<file path="config.mk">
export PLATFORM = sky130hd
export DESIGN_NAME = fetch_sequencer_flat
export DESIGN_NICKNAME = d
export VERILOG_FILES = /design/src/rtl/fetch_sequencer_pkg.sv /design/src/rtl/fetch_sequencer_if.sv /design/src/rtl/fetch_sequencer_load_use_detect.sv /design/src/rtl/fetch_sequencer.sv /design/src/flat_wrapper.sv
export SDC_FILE = /design/constraint.sdc
export NUM_CORES = 1
export LEC_CHECK = 0
export ABC_AREA = 0
export CELL_PAD_IN_SITES_DETAIL_PLACEMENT = 2
export CELL_PAD_IN_SITES_GLOBAL_PLACEMENT = 2
export CORE_ASPECT_RATIO = 1.75
export CORE_UTILIZATION = 33
export CTS_CLUSTER_DIAMETER = 40
export DETAILED_ROUTE_END_ITERATION = 16
export GPL_TIMING_DRIVEN = 0
export PLACE_DENSITY = 0.95
export REMOVE_ABC_BUFFERS = 1
export SLEW_MARGIN = 15
export SYNTH_ARGS = -nofsm -noshare
export SYNTH_HDL_FRONTEND = slang
export SYNTH_HIERARCHICAL = 1
export SYNTH_SLANG_ARGS = --single-unit
</file>
<file path="constraint.sdc">
create_clock -name clk -period 4 [get_ports clk]
set_clock_uncertainty 0.15 [all_clocks]
set_input_delay 0.8 -clock clk [delete_from_list [all_inputs] [get_ports clk]]
set_output_delay 0.8 -clock clk [all_outputs]
set_load 0.03 [all_outputs]
</file>
<file path="src/rtl/fetch_sequencer_pkg.sv">
// Shared constants, instruction field helpers and state encoding for the fetch sequencer.
// Field positions and opcode values define the 24-bit instruction format of the 8-bit core.
package fetch_sequencer_pkg;

  localparam int PC_W  = 8;
  localparam int INS_W = 24;
  localparam int REG_W = 5;

  localparam logic [INS_W-1:0] NOP = 24'h000000;

  localparam int OPC_LSB  = 19;
  localparam int DEST_LSB = 14;
  localparam int SRCA_LSB = 9;
  localparam int SRCB_LSB = 4;
  localparam int TGT_LSB  = 1;

  localparam logic [4:0] OP_JMP       = 5'b11000;
  localparam logic [4:0] OP_CJMP_MASK = 5'b11100;
  localparam logic [4:0] OP_CJMP_VAL  = 5'b11100;
  localparam logic [4:0] OP_LD        = 5'b10100;

  typedef logic [REG_W-1:0] reg_t;
  typedef logic [PC_W-1:0]  pc_t;
  typedef logic [INS_W-1:0] ins_t;

  typedef enum logic [1:0] {
    ST_RUN     = 2'd0,
    ST_LD_CHK  = 2'd1,
    ST_BR_WAIT = 2'd2
  } state_e;

  typedef enum logic [1:0] {
    K_OTHER,
    K_JMP,
    K_CJMP,
    K_LD
  } kind_e;

  function automatic logic [4:0] f_opcode(input ins_t ins);
    return ins[OPC_LSB +: 5];
  endfunction

  function automatic reg_t f_dest(input ins_t ins);
    return ins[DEST_LSB +: REG_W];
  endfunction

  function automatic reg_t f_src_a(input ins_t ins);
    return ins[SRCA_LSB +: REG_W];
  endfunction

  function automatic reg_t f_src_b(input ins_t ins);
    return ins[SRCB_LSB +: REG_W];
  endfunction

  function automatic pc_t f_target(input ins_t ins);
    return ins[TGT_LSB +: PC_W];
  endfunction

  function automatic kind_e f_classify(input ins_t ins);
    logic [4:0] opc;
    opc = f_opcode(ins);
    if (opc == OP_JMP)                              return K_JMP;
    else if ((opc & OP_CJMP_MASK) == OP_CJMP_VAL)   return K_CJMP;
    else if (opc == OP_LD)                          return K_LD;
    else                                            return K_OTHER;
  endfunction

endpackage

</file>
<file path="src/rtl/fetch_sequencer_if.sv">
// Fetch-side bundle: instruction memory read, branch resolution from execute,
// and the IF/ID register outputs toward the dependency-check stage.
interface fetch_sequencer_if
  import fetch_sequencer_pkg::*;
#(
  parameter int CNT_W = 16
);
  logic             run;
  logic [INS_W-1:0] ins_in;
  logic             br_resolved;
  logic             br_taken;
  logic [PC_W-1:0]  pc;
  logic [INS_W-1:0] ins_out;
  logic             ins_valid;
  logic             stall;
  logic [CNT_W-1:0] stall_cnt;

  modport slave (
    input  run, ins_in, br_resolved, br_taken,
    output pc, ins_out, ins_valid, stall, stall_cnt
  );

  modport master (
    output run, ins_in, br_resolved, br_taken,
    input  pc, ins_out, ins_valid, stall, stall_cnt
  );
endinterface

</file>
<file path="src/rtl/fetch_sequencer_load_use_detect.sv">
// Load-use hazard: the instruction being fetched reads the register the previous load writes.
module load_use_detect
  import fetch_sequencer_pkg::*;
(
  input  reg_t held_dest,
  input  reg_t src_a,
  input  reg_t src_b,
  output logic hazard
);
  assign hazard = (src_a == held_dest) || (src_b == held_dest);
endmodule

</file>
<file path="src/rtl/fetch_sequencer.sv">
// Program counter and fetch controller: issues imem[pc] into the IF/ID register,
// handling jumps, conditional-jump waits, one-cycle load-use bubbles and a stall counter.
module fetch_sequencer
  import fetch_sequencer_pkg::*;
#(
  parameter int CNT_W = 16
) (
  input  logic             clk,
  input  logic             reset,
  fetch_sequencer_if.slave bus
);

  state_e           state_q,     state_d;
  pc_t              pc_q,        pc_d;
  ins_t             ins_out_q,   ins_out_d;
  logic             ins_valid_q, ins_valid_d;
  logic             stall_q,     stall_d;
  logic [CNT_W-1:0] cnt_q,       cnt_d;
  pc_t              tgt_q,       tgt_d;
  reg_t             ld_dest_q,   ld_dest_d;

  logic  hazard;
  logic  issue;
  logic  bubble;
  kind_e kind;
  pc_t   pc_inc;

  load_use_detect u_load_use (
    .held_dest (ld_dest_q),
    .src_a     (f_src_a(bus.ins_in)),
    .src_b     (f_src_b(bus.ins_in)),
    .hazard    (hazard)
  );

  assign kind   = f_classify(bus.ins_in);
  assign pc_inc = pc_q + PC_W'(1);

  // NOTE: every _d gets a default before any branch, so no path can leave it unassigned and infer a latch.
  always_comb begin
    state_d     = state_q;
    pc_d        = pc_q;
    tgt_d       = tgt_q;
    ld_dest_d   = ld_dest_q;
    cnt_d       = cnt_q;
    ins_out_d   = NOP;
    ins_valid_d = 1'b0;
    stall_d     = 1'b0;
    issue       = 1'b0;
    bubble      = 1'b0;

    unique case (state_q)
      ST_RUN:    issue = bus.run;
      ST_LD_CHK: begin
        if (bus.run) begin
          if (hazard) begin
            bubble  = 1'b1;
            state_d = ST_RUN;
          end else begin
            issue = 1'b1;
          end
        end
      end
      ST_BR_WAIT: begin
        bubble = bus.run;
        // Resolution is honoured even while frozen so execute never has to re-send it.
        if (bus.br_resolved) begin
          pc_d    = bus.br_taken ? tgt_q : pc_inc;
          state_d = ST_RUN;
        end
      end
      default: state_d = ST_RUN;
    endcase

    if (bubble) begin
      stall_d = 1'b1;
      cnt_d   = (&cnt_q) ? cnt_q : cnt_q + CNT_W'(1);
    end

    if (issue) begin
      ins_out_d   = bus.ins_in;
      ins_valid_d = 1'b1;
      state_d     = ST_RUN;
      unique case (kind)
        K_JMP:  pc_d = f_target(bus.ins_in);
        K_CJMP: begin
          tgt_d   = f_target(bus.ins_in);
          state_d = ST_BR_WAIT;
        end
        K_LD: begin
          pc_d      = pc_inc;
          ld_dest_d = f_dest(bus.ins_in);
          state_d   = ST_LD_CHK;
        end
        default: pc_d = pc_inc;
      endcase
    end
  end

  // NOTE: state registers use non-blocking assignments so all flops sample the same pre-edge values.
  always_ff @(posedge clk or posedge reset) begin
    if (reset) begin
      state_q     <= ST_RUN;
      pc_q        <= '0;
      ins_out_q   <= NOP;
      ins_valid_q <= 1'b0;
      stall_q     <= 1'b0;
      cnt_q       <= '0;
      tgt_q       <= '0;
      ld_dest_q   <= '0;
    end else begin
      state_q     <= state_d;
      pc_q        <= pc_d;
      ins_out_q   <= ins_out_d;
      ins_valid_q <= ins_valid_d;
      stall_q     <= stall_d;
      cnt_q       <= cnt_d;
      tgt_q       <= tgt_d;
      ld_dest_q   <= ld_dest_d;
    end
  end

  assign bus.pc        = pc_q;
  assign bus.ins_out   = ins_out_q;
  assign bus.ins_valid = ins_valid_q;
  assign bus.stall     = stall_q;
  assign bus.stall_cnt = cnt_q;

endmodule

</file>
<file path="src/flat_wrapper.sv">
// flat-port wrapper written by rule: the top's interface ports become plain ports
module fetch_sequencer_flat import fetch_sequencer_pkg::*;
#(
  parameter int CNT_W = 16
)
  (clk, reset, bus_run, bus_ins_in, bus_br_resolved, bus_br_taken, bus_pc, bus_ins_out, bus_ins_valid, bus_stall, bus_stall_cnt);
  fetch_sequencer_if #(.CNT_W(CNT_W)) bus_i ();
  input  logic clk;
  input  logic reset;
  input wire logic [$bits(bus_i.run)-1:0] bus_run;
  input wire logic [$bits(bus_i.ins_in)-1:0] bus_ins_in;
  input wire logic [$bits(bus_i.br_resolved)-1:0] bus_br_resolved;
  input wire logic [$bits(bus_i.br_taken)-1:0] bus_br_taken;
  output wire logic [$bits(bus_i.pc)-1:0] bus_pc;
  output wire logic [$bits(bus_i.ins_out)-1:0] bus_ins_out;
  output wire logic [$bits(bus_i.ins_valid)-1:0] bus_ins_valid;
  output wire logic [$bits(bus_i.stall)-1:0] bus_stall;
  output wire logic [$bits(bus_i.stall_cnt)-1:0] bus_stall_cnt;
  assign bus_i.run = bus_run;
  assign bus_i.ins_in = bus_ins_in;
  assign bus_i.br_resolved = bus_br_resolved;
  assign bus_i.br_taken = bus_br_taken;
  assign bus_pc = bus_i.pc;
  assign bus_ins_out = bus_i.ins_out;
  assign bus_ins_valid = bus_i.ins_valid;
  assign bus_stall = bus_i.stall;
  assign bus_stall_cnt = bus_i.stall_cnt;
  fetch_sequencer #(.CNT_W(CNT_W)) u_core (.clk(clk), .reset(reset), .bus(bus_i));
endmodule
</file>
==> results of run 1 <==
routing by layer:
metal / vias to the layer above / global-route usage (%)
met5: - / 0
met3: 17 / 4.04
met2: 67 / 42.6
li1: 1092 / -
met4: 0 / 10.4
met1: 1257 / 23.3
cells in the final DEF, fill, tap and decap left out, types with 2 or more instances in the layout:
master / count
xor2_1: 4
mux2_4: 2
nor2_1: 10
o22ai_1: 10
and2_1: 23
and3_1: 2
mux2_1: 5
nand4_1: 9
clkbuf_1: 2
nand2_1: 18
clkdlybuf4s50_1: 78
nand3_1: 11
ha_1: 5
nor3_1: 2
mux2_2: 10
xnor2_1: 26
a21oi_1: 10
clkbuf_16: 9
inv_1: 5
nor2_2: 2
mux2i_1: 4
and4_1: 2
nor4_4: 2
nand2_2: 3
a211o_1: 2
a22oi_1: 6
dfrtp_1: 65
synthesized netlist by cell type (all sizes together) (2+ instances only):
cell,instances,area (µm²)
dfrtp,65,1630
xnor2,26,228
and2,24,153
nand2,21,86.3
mux2,17,199
nand3,12,65.1
nor2,12,50.1
a21oi,10,50.1
nand4,10,68.8
o22ai,10,62.6
inv,7,26.3
a22oi,6,45.0
ha,5,62.6
mux2i,4,40.0
xor2,4,35.0
and3,3,20.0
clkbuf,3,11.3
nor3,3,20.0
nor4,3,48.8
a211o,2,17.5
and4,2,17.5
nor2b,2,15.0
o21ai,2,21.3
sequential cells by signal (all words and copies together) (netlist names):
name	flops
u_core/bus.ins_out	24
u_core/bus.stall_cnt	16
u_core/bus.pc	8
u_core/tgt_q	8
u_core/ld_dest_q	5
u_core/state_q	2
u_core/bus.ins_valid	1
u_core/bus.stall	1
stage by stage:
| stage | setup WS (ns) | cell area, µm² | instances | util (%) |
|---|---|---|---|---|
| after floorplan | 1.35 | 3030 | 259 | - |
| after global placement | 0.246 | 3960 | 457 | 43.8 |
| after detailed placement | 0.189 | 3990 | 458 | 44.1 |
| after CTS | 0.470 | 4240 | 471 | 46.9 |
| after global routing | 0.319 | 4240 | 471 | 46.9 |
| final | 0.535 | 4240 | 471 | 46.9 |
how the worst min path moves through the flow:
stage	depth (start not counted)	slack [ns]	start	end
3_3_place_gp	1	0.33	u_core/tgt_q[2]	u_core/tgt_q[2]
2_1_floorplan	2	0.32	u_core/state_q[1]	u_core/state_q[1]
5_1_grt	1	0.38	u_core/tgt_q[2]	u_core/tgt_q[2]
6_report	1	0.36	u_core/tgt_q[7]	u_core/tgt_q[7]
3_5_place_dp	1	0.35	u_core/tgt_q[7]	u_core/tgt_q[7]
4_1_cts	1	0.36	u_core/tgt_q[7]	u_core/tgt_q[7]
power breakdown:
part | internal (W) | switching, W | total, W
Sequential | 0.000742 | 0.0000970 | 0.000839
Combinational | 0.000251 | 0.000288 | 0.000538
Clock | 0.000424 | 0.000266 | 0.000691
cells by family after synthesis:
logic type,Yosys count
multiplexers,21
flip-flops,65
adder cells (fa/ha/maj),5
AND/OR/NAND/NOR,97
buffers and inverters,12
AO/OA/AOI/OAI,33
XOR/XNOR,30
layout make-up:
class,instances,area [µm²]
clock buffer,12,246
fill,910,4800
tap,120,150
clock inverter,1,5.00
multi-input combinational,186,1370
sequential,65,1630
inverter,8,32.5
timing repair buffer,79,808
==> impl_results.md, run 1 <==
- # hold bufs at CTS: 0
- GRT Total Usage: 22.7%
- Fin nets: 383
- FMAX: 289 MHz
- Buf+Inv Stages, Crit Path: 2
- Core ar.: 9040 µm²
- N_diodes: 0
- Die Ht: 129 µm
- FFs w/ async S/R, synth: 100%
- Layout cells sized above 1: 11.7%
- Post-CTS setup buffer count: 0
- Adder-Cell Fraction of Synth Area: 2.06%
- Largest family of logic cells by synthesized area: simple AND/OR/NAND/NOR gates
- Drt first pass iters: 6
- PostCTS Resize Cnt: 0
- Vias per cell: 5.17
- Startpoint types: primary input
- Routability Congestion: 0.782
- CP max FO: 27
- Capturing point of the worst reg2reg path: u_core/ld_dest_q[1]
- Reg2reg setup slack: 1.15 ns
- Met2 routed WL: 5900 µm
- Clock Tree Root: clkbuf_16
- Arrival time at the worst endpoint: 3.51 ns
- Post-Synthesis Cells: 263
- Worst path cell trace: clkdlybuf4s50_1 -> xnor2_1 -> nand3_1 -> o22ai_1 -> and2b_1 -> o21ai_4 -> inv_2 -> and2_4 -> nand2_2 -> mux2_1
- Slew headroom: 50.8%
- Iteration-0 DRC Markers: 89
- Pin count of the biggest net entering global routing: 52
- Synthesis-to-finish area growth: 39.3%
- Tcrit/Tclk final: 86.6%
- Vias in the first global route: 2883
- Pwr Density: 488 nW/µm²
- Compound-Gate Fraction of Synth Area: 7.27%
- CP max stage cell: clkdlybuf4s50_1
- Post-Synth Simple-Gate Area: 19.2%
- Distinct cells, synth: 46
- Crit. path cell count: 10
- Global-route wire length before repair: 15800 µm
- CTS tree: built
- Worst-Margin Slew: 0.736 ns
- Register-to-Register Path Depth: 9
- Ys flop type: dfrtp_1
- Final hold vios: 0
- Final WL: 9870 µm
- Worst Setup End Kind: register
- Vias: 2433
- Syn Area/Cell: 11.6 µm²
- Min Hold Slack: 0.358 ns
- Initial antenna violation count: 0
- Synth Area in XOR/XNOR: 8.63%
- Detail Route Antenna Nets: 0
- WL met3: 282 µm
- Setup_tns: 0 ns
- I/O pins: 79
- Highest metal used: met4
- Latest clock arrival within the worst-skew pair: 0.33 ns
- Mapped cell area: 3040 µm²
- Max-cap viol count: 0
- Residual DRC count: 0
- CP delay by family, top: buffers and inverters
- Die area: 9630 µm²
- Hpwl dp: 7230 µm
- Die W: 74.6 µm
- Multiplexer area fraction after synthesis: 7.85%
- Pleak: 1.81 nW
- Max VDD drop: 0.210 mV
- Wl on met1: 3440 µm
- Power Total: 0.00207 W
- Worst-path clk slew: 0.05 ns
- Clock tree sinks: 65
- Crit path from: bus_ins_in[6]
- CP max stage delay: 0.61 ns
- Sequential share of the synthesized area: 53.4%
- Hold WC Path Type: reg2reg
- # H-tree levels: 3
- Yosys reg bits: 65
- RR Startpoint: u_core/ld_dest_q[1]
- Critical Path End: u_core/ld_dest_q[1]
- CP Class: in2reg
- Placement Rows: 46
- Wire length per cell: 21.0 µm
- Total congestion overflow: 0
- Tmin final: 3.46 ns
- Status: complete, no violations
- Worst EP required: 4.05 ns
- CTS Buffer Depth: 2
- Setup-failing EPs final: 0
- Ys Warns: 6
- CTS Buf Count: 9
- Post-synth EDFFs: 0
- Final slew viol count: 0
- Unrepaired setup endpoints after global routing: false
- Number of port buffers: 78
- Initial Utilization: 33.7%
No activity file was read; power rests on OpenSTA's default activity.
==> inputs of run 2 (changes only) <==
- CELL_PAD_IN_SITES_DETAIL_PLACEMENT: 2 -> unset
- CELL_PAD_IN_SITES_GLOBAL_PLACEMENT: 2 -> unset
- CORE_UTILIZATION: 33 -> 52
==> run 2 against run 1 <==
Core utilization grew 26 points. Flip-flop and latch count did not move. Non-clock buffer count did not move. Die area down 36%. Via count is 2.2% lower. Worst hold slack improved by 0.0024 ns. Count of clock-buffer cells in the layout rose by 2. Final cell count shrank 9.1%. Global-route usage up 2.3 points. First-iteration DRC count decreased by 1.1%.
==> impl_results.md, run 2 (same netlist as run 1, synthesis figures left out) <==
- CP max FO: 27
- GRT Total Usage: 24.9%
- Status: complete, no violations
- Multi-input logic area: 1370 µm²
- Wire length per cell: 16.3 µm
- Clock group share of total power: 25.9%
- Pleak: 1.76 nW
- Switch share: 31.6%
- # hold bufs at CTS: 0
- Setup-failing EPs final: 0
- Final instance area: 4090 µm²
- Hold WC Path Type: reg2reg
- RR Startpoint: u_core/ld_dest_q[1]
- Worst EP required: 4.07 ns
- Residual DRC count: 0
- Final slew viol count: 0
- Final WL: 6970 µm
- Layout cells sized above 1: 11.6%
- Worst Setup End Kind: register
- CTS Buffer Depth: 2
- Arrival time at the worst endpoint: 3.42 ns
- Sw Pwr: 0.000574 W
- Pin count of the biggest net entering global routing: 36
- Crit path from: bus_ins_in[6]
- N_diodes: 0
- CTS Buf Count: 9
- Tmin final: 3.36 ns
- Synthesis-to-finish area growth: 34.3%
- Clock tree sinks: 65
- Latest clock arrival within the worst-skew pair: 0.34 ns
- Post-CTS setup buffer count: 0
- Die Ht: 103 µm
- Drt first pass iters: 4
- Fin nets: 383
- # H-tree levels: 3
- Pre-CTS WS: 0.279 ns
- Die area: 6180 µm²
- Initial antenna violation count: 0
- Max-cap viol count: 0
- Unrepaired setup endpoints after global routing: false
- FMAX: 298 MHz
- Worst-path clk slew: 0.06 ns
- Most frequent cells in the layout: clkdlybuf4s50_1, dfrtp_1, xnor2_1
- Setup_tns: 0 ns
- Most common cell after layout, fill and taps aside: clkdlybuf4s50_1
- Hold Crit Start: u_core/tgt_q[4]
- Final setup margin: 0.645 ns
- Max VDD drop: 0.494 mV
- Buf+Inv Stages, Crit Path: 2
- Routability Congestion: 0.875
- Max reg flops: 24
- Startpoint types: primary input
- Vias: 2379
- I/O pins: 79
- CP max stage cell: clkdlybuf4s50_1
- Worst-Margin Slew: 0.616 ns
- CTS tree: built
- Fill count: 391
- Logic gate share of total power: 28.2%
- CP max stage delay: 0.59 ns
- Cell internal pwr: 0.00124 W
- PostCTS Resize Cnt: 0
- Slew headroom: 58.8%
- Die W: 59.8 µm
- Vias in the first global route: 2348
- Clock Tree Root: clkbuf_8
- Seq. cell area: 1630 µm²
- Pwr Density: 444 nW/µm²
- Core ar.: 5590 µm²
- Placement Rows: 36
- Vias per cell: 5.56
- Tcrit/Tclk final: 83.9%
- Iteration-0 DRC Markers: 88
- Global-route wire length before repair: 11000 µm
- Worst path cell trace: clkdlybuf4s50_1 -> xnor2_1 -> nand3_1 -> o22ai_1 -> and2b_1 -> o21ai_4 -> inv_2 -> and2_4 -> nand2_2 -> mux2_1
- Sequential share of power: 45.9%
- Placed cell areas: 3930 µm²
- CP Class: in2reg
- Hpwl dp: 5080 µm
- Number of port buffers: 78
- Detail Route Antenna Nets: 0
- Final hold vios: 0
- Initial Utilization: 54.5%
- Total congestion overflow: 0
- CP delay by family, top: buffers and inverters
run 2: worst paths after layout:
kind	slack, ns	depth (start not counted)	endpoint
hold reg to reg	0.36	1	u_core/tgt_q[4]
hold / removal	0.36	1	u_core/tgt_q[4]
setup reg to reg	1.26	9	u_core/ld_dest_q[3]
min in group asynchronous	0.66	2	u_core/bus.stall_cnt[7]
setup / recovery	0.64	10	u_core/ld_dest_q[3]
max in group asynchronous	2.54	3	u_core/state_q[0]
run 2: per-layer routing:
metal | share of wire (%) | global-route usage, % | wire length [µm]
met5 | 0 | 0 | 0
met4 | 4.4 | 17.4 | 309
met2 | 54 | 43.2 | 3800
met1 | 36 | 26.3 | 2520
met3 | 4.9 | 4.85 | 345
run 2: power by group through the flow:
stage	combinational [W]	clock, W	sequential [W]
finish	0.000512	0.000470	0.000833
global route	0.000552	0.000506	0.000847
CTS	0.000513	0.000483	0.000832
detailed placement	0.000510	0	0.000843
global placement	0.000491	0	0.000838
floorplan	0.000216	0	0.000928
run 2: per-stage QoR:
step	hold slack, ns	total power (W)	utilization (%)	instances
after floorplan	0.322	0.00114	-	259
after global placement	0.336	0.00133	69.9	413
after detailed placement	0.344	0.00135	70.3	414
after CTS	0.358	0.00183	73.2	428
after global routing	0.377	0.00190	73.2	428
final	0.361	0.00182	73.2	428
run 2: area by class of cell:
cell class	instances	share of cell area [%]
Sequential cell	65	39.8
Multi-Input combinational cell	186	33.5
Timing Repair Buffer	79	19.6
Clock buffer	14	3.98
Tap cell	76	2.33
Inverter	8	0.796
==> inputs of run 3 (changes only) <==
- CORE_UTILIZATION: 52 -> 49
- PLACE_DENSITY: 0.95 -> 0.91
- clock period: 4 -> 3.5 ns (I/O delays scaled with it)
==> run 3 against run 2 <==
Worst setup slack lost 0.40 ns. Critical path type unchanged. Global-route usage shrank 0.40 points. Flip-flop and latch count is the same. Sequential share of layout area is 0.35 points lower. Count of clock-buffer cells in the layout fell by 1. Highest routed layer unchanged.
==> impl_results.md, run 3 (same netlist as run 1, synthesis figures left out) <==
- Status: complete, no violations
- Final instance area: 4130 µm²
- Pin count of the biggest net entering global routing: 57
- Layout cells sized above 1: 12.1%
- Iteration-0 DRC Markers: 143
- Residual DRC count: 0
- Clock Tree Root: clkbuf_8
- Vias per cell: 5.45
- Max-cap viol count: 0
- Final Util: 69.6%
- Worst-path clk slew: 0.07 ns
- CTS Buffer Depth: 2
- Placed cell areas: 3940 µm²
- I/O pins: 79
- Clock tree sinks: 65
- Initial Utilization: 51.4%
- # hold bufs at CTS: 0
- Post-CTS setup buffer count: 0
- Die W: 61.6 µm
- Worst path cell trace: clkdlybuf4s50_1 -> xnor2_1 -> nand3_1 -> o22ai_1 -> and2b_1 -> o21ai_4 -> inv_2 -> and2_4 -> nand2_2 -> mux2_1
- Tmin final: 3.26 ns
- Unrepaired setup endpoints after global routing: false
- Initial antenna violation count: 0
- Fill count: 463
- Tcrit/Tclk final: 93.0%
- Total congestion overflow: 0
- Worst EP required: 3.57 ns
- Hold WC Path Type: reg2reg
- Vias: 2354
- Vias in the first global route: 2411
- Setup-failing EPs final: 0
- Most frequent cells in the layout: clkdlybuf4s50_1, dfrtp_1, xnor2_1
- Routability Congestion: 0.861
- Final slew viol count: 0
- Startpoint types: primary input
- CTS Buf Count: 9
- GRT Total Usage: 24.5%
- Max VDD drop: 0.436 mV
- CP Class: in2reg
- CP max FO: 27
- Drt first pass iters: 4
- Setup_tns: 0 ns
- Core ar.: 5930 µm²
- CTS tree: built
- Number of port buffers: 78
- Final WL: 7050 µm
- Die area: 6540 µm²
- Global-route wire length before repair: 11400 µm
- Arrival time at the worst endpoint: 3.33 ns
- CP max stage delay: 0.59 ns
- Wire length per cell: 16.3 µm
- Synthesis-to-finish area growth: 35.5%
- Most common cell after layout, fill and taps aside: clkdlybuf4s50_1
- PostCTS Resize Cnt: 0
- FMAX: 307 MHz
- Slew headroom: 60.0%
- Worst-Margin Slew: 0.595 ns
- Detail Route Antenna Nets: 0
- Worst Setup End Kind: register
- Max reg flops: 24
- RR Startpoint: u_core/ld_dest_q[2]
- Hold Crit Start: u_core/tgt_q[6]
- # H-tree levels: 3
- Latest clock arrival within the worst-skew pair: 0.35 ns
- Crit path from: bus_ins_in[6]
- Final hold vios: 0
- Die Ht: 106 µm
- Pleak: 1.78 nW
- Placement Rows: 37
- N_diodes: 0
- Pwr Density: 522 nW/µm²
- Hpwl dp: 5120 µm
- CP max stage cell: clkdlybuf4s50_1
- Fin nets: 383
run 3: cell types whose count changed in the layout (fill, tap and decap cells not counted), sizes merged:
cell	previous run	this run
clkbuf	14	13
clkinv	1	3
bufinv	0	1
run 3: per-stage QoR:
step / hold slack (ns) / setup WS, ns / total power (W) / std cells
after floorplan: 0.322 / 0.953 / 0.00131 / 259
after global routing: 0.379 / 0.0800 / 0.00225 / 432
after CTS: 0.357 / 0.242 / 0.00217 / 432
final: 0.357 / 0.244 / 0.00215 / 432
after global placement: 0.335 / -0.0689 / 0.00152 / 415
after detailed placement: 0.341 / -0.120 / 0.00154 / 416
run 3: cell type report:
class / count / area (µm²) / share of cell area, %
Inverter: 8 / 32.5 / 0.789
Multi-Input combinational cell: 186 / 1370 / 33.2
Clock inverter: 3 / 40.0 / 0.971
Tap cell: 78 / 97.6 / 2.37
Sequential cell: 65 / 1630 / 39.4
Timing Repair Buffer: 79 / 808 / 19.6
Clock buffer: 13 / 149 / 3.61
run 3: final timing paths:
check	endpoint	slack [ns]	cells past startpoint
worst min register to register	u_core/tgt_q[6]	0.36	1
max in group asynchronous	u_core/bus.ins_out[3]	2.24	3
worst max-delay path	u_core/ld_dest_q[2]	0.24	10
min in group asynchronous	u_core/bus.ins_valid	0.46	2
worst min-delay path	u_core/tgt_q[6]	0.36	1
worst max register to register	u_core/ld_dest_q[2]	0.75	9
run 3: where the power goes:
part / internal, W / leakage [nW] / switching [W]
clock: 0.000347 / 0.0974 / 0.000273
combinational: 0.000285 / 0.831 / 0.000299
sequential: 0.000846 / 0.850 / 0.000103
run 3: routing by layer:
| metal | global-route usage [%] | part of all wire (%) | vias to the layer above |
|---|---|---|---|
| li1 | - | - | 1096 |
| met1 | 26.8 | 38 | 1152 |
| met2 | 41.1 | 55 | 89 |
| met3 | 7.42 | 4.7 | 17 |
| met4 | 12.2 | 2.9 | 0 |
| met5 | 0 | 0 | - |
run 3: critical path, delay by kind of cell:
family / cells / cell delay, ns
mux: 1 / 0.35
buf+inv: 2 / 0.84
xor+xnor: 1 / 0.15
simple gates: 4 / 0.70
compound gates: 2 / 0.56
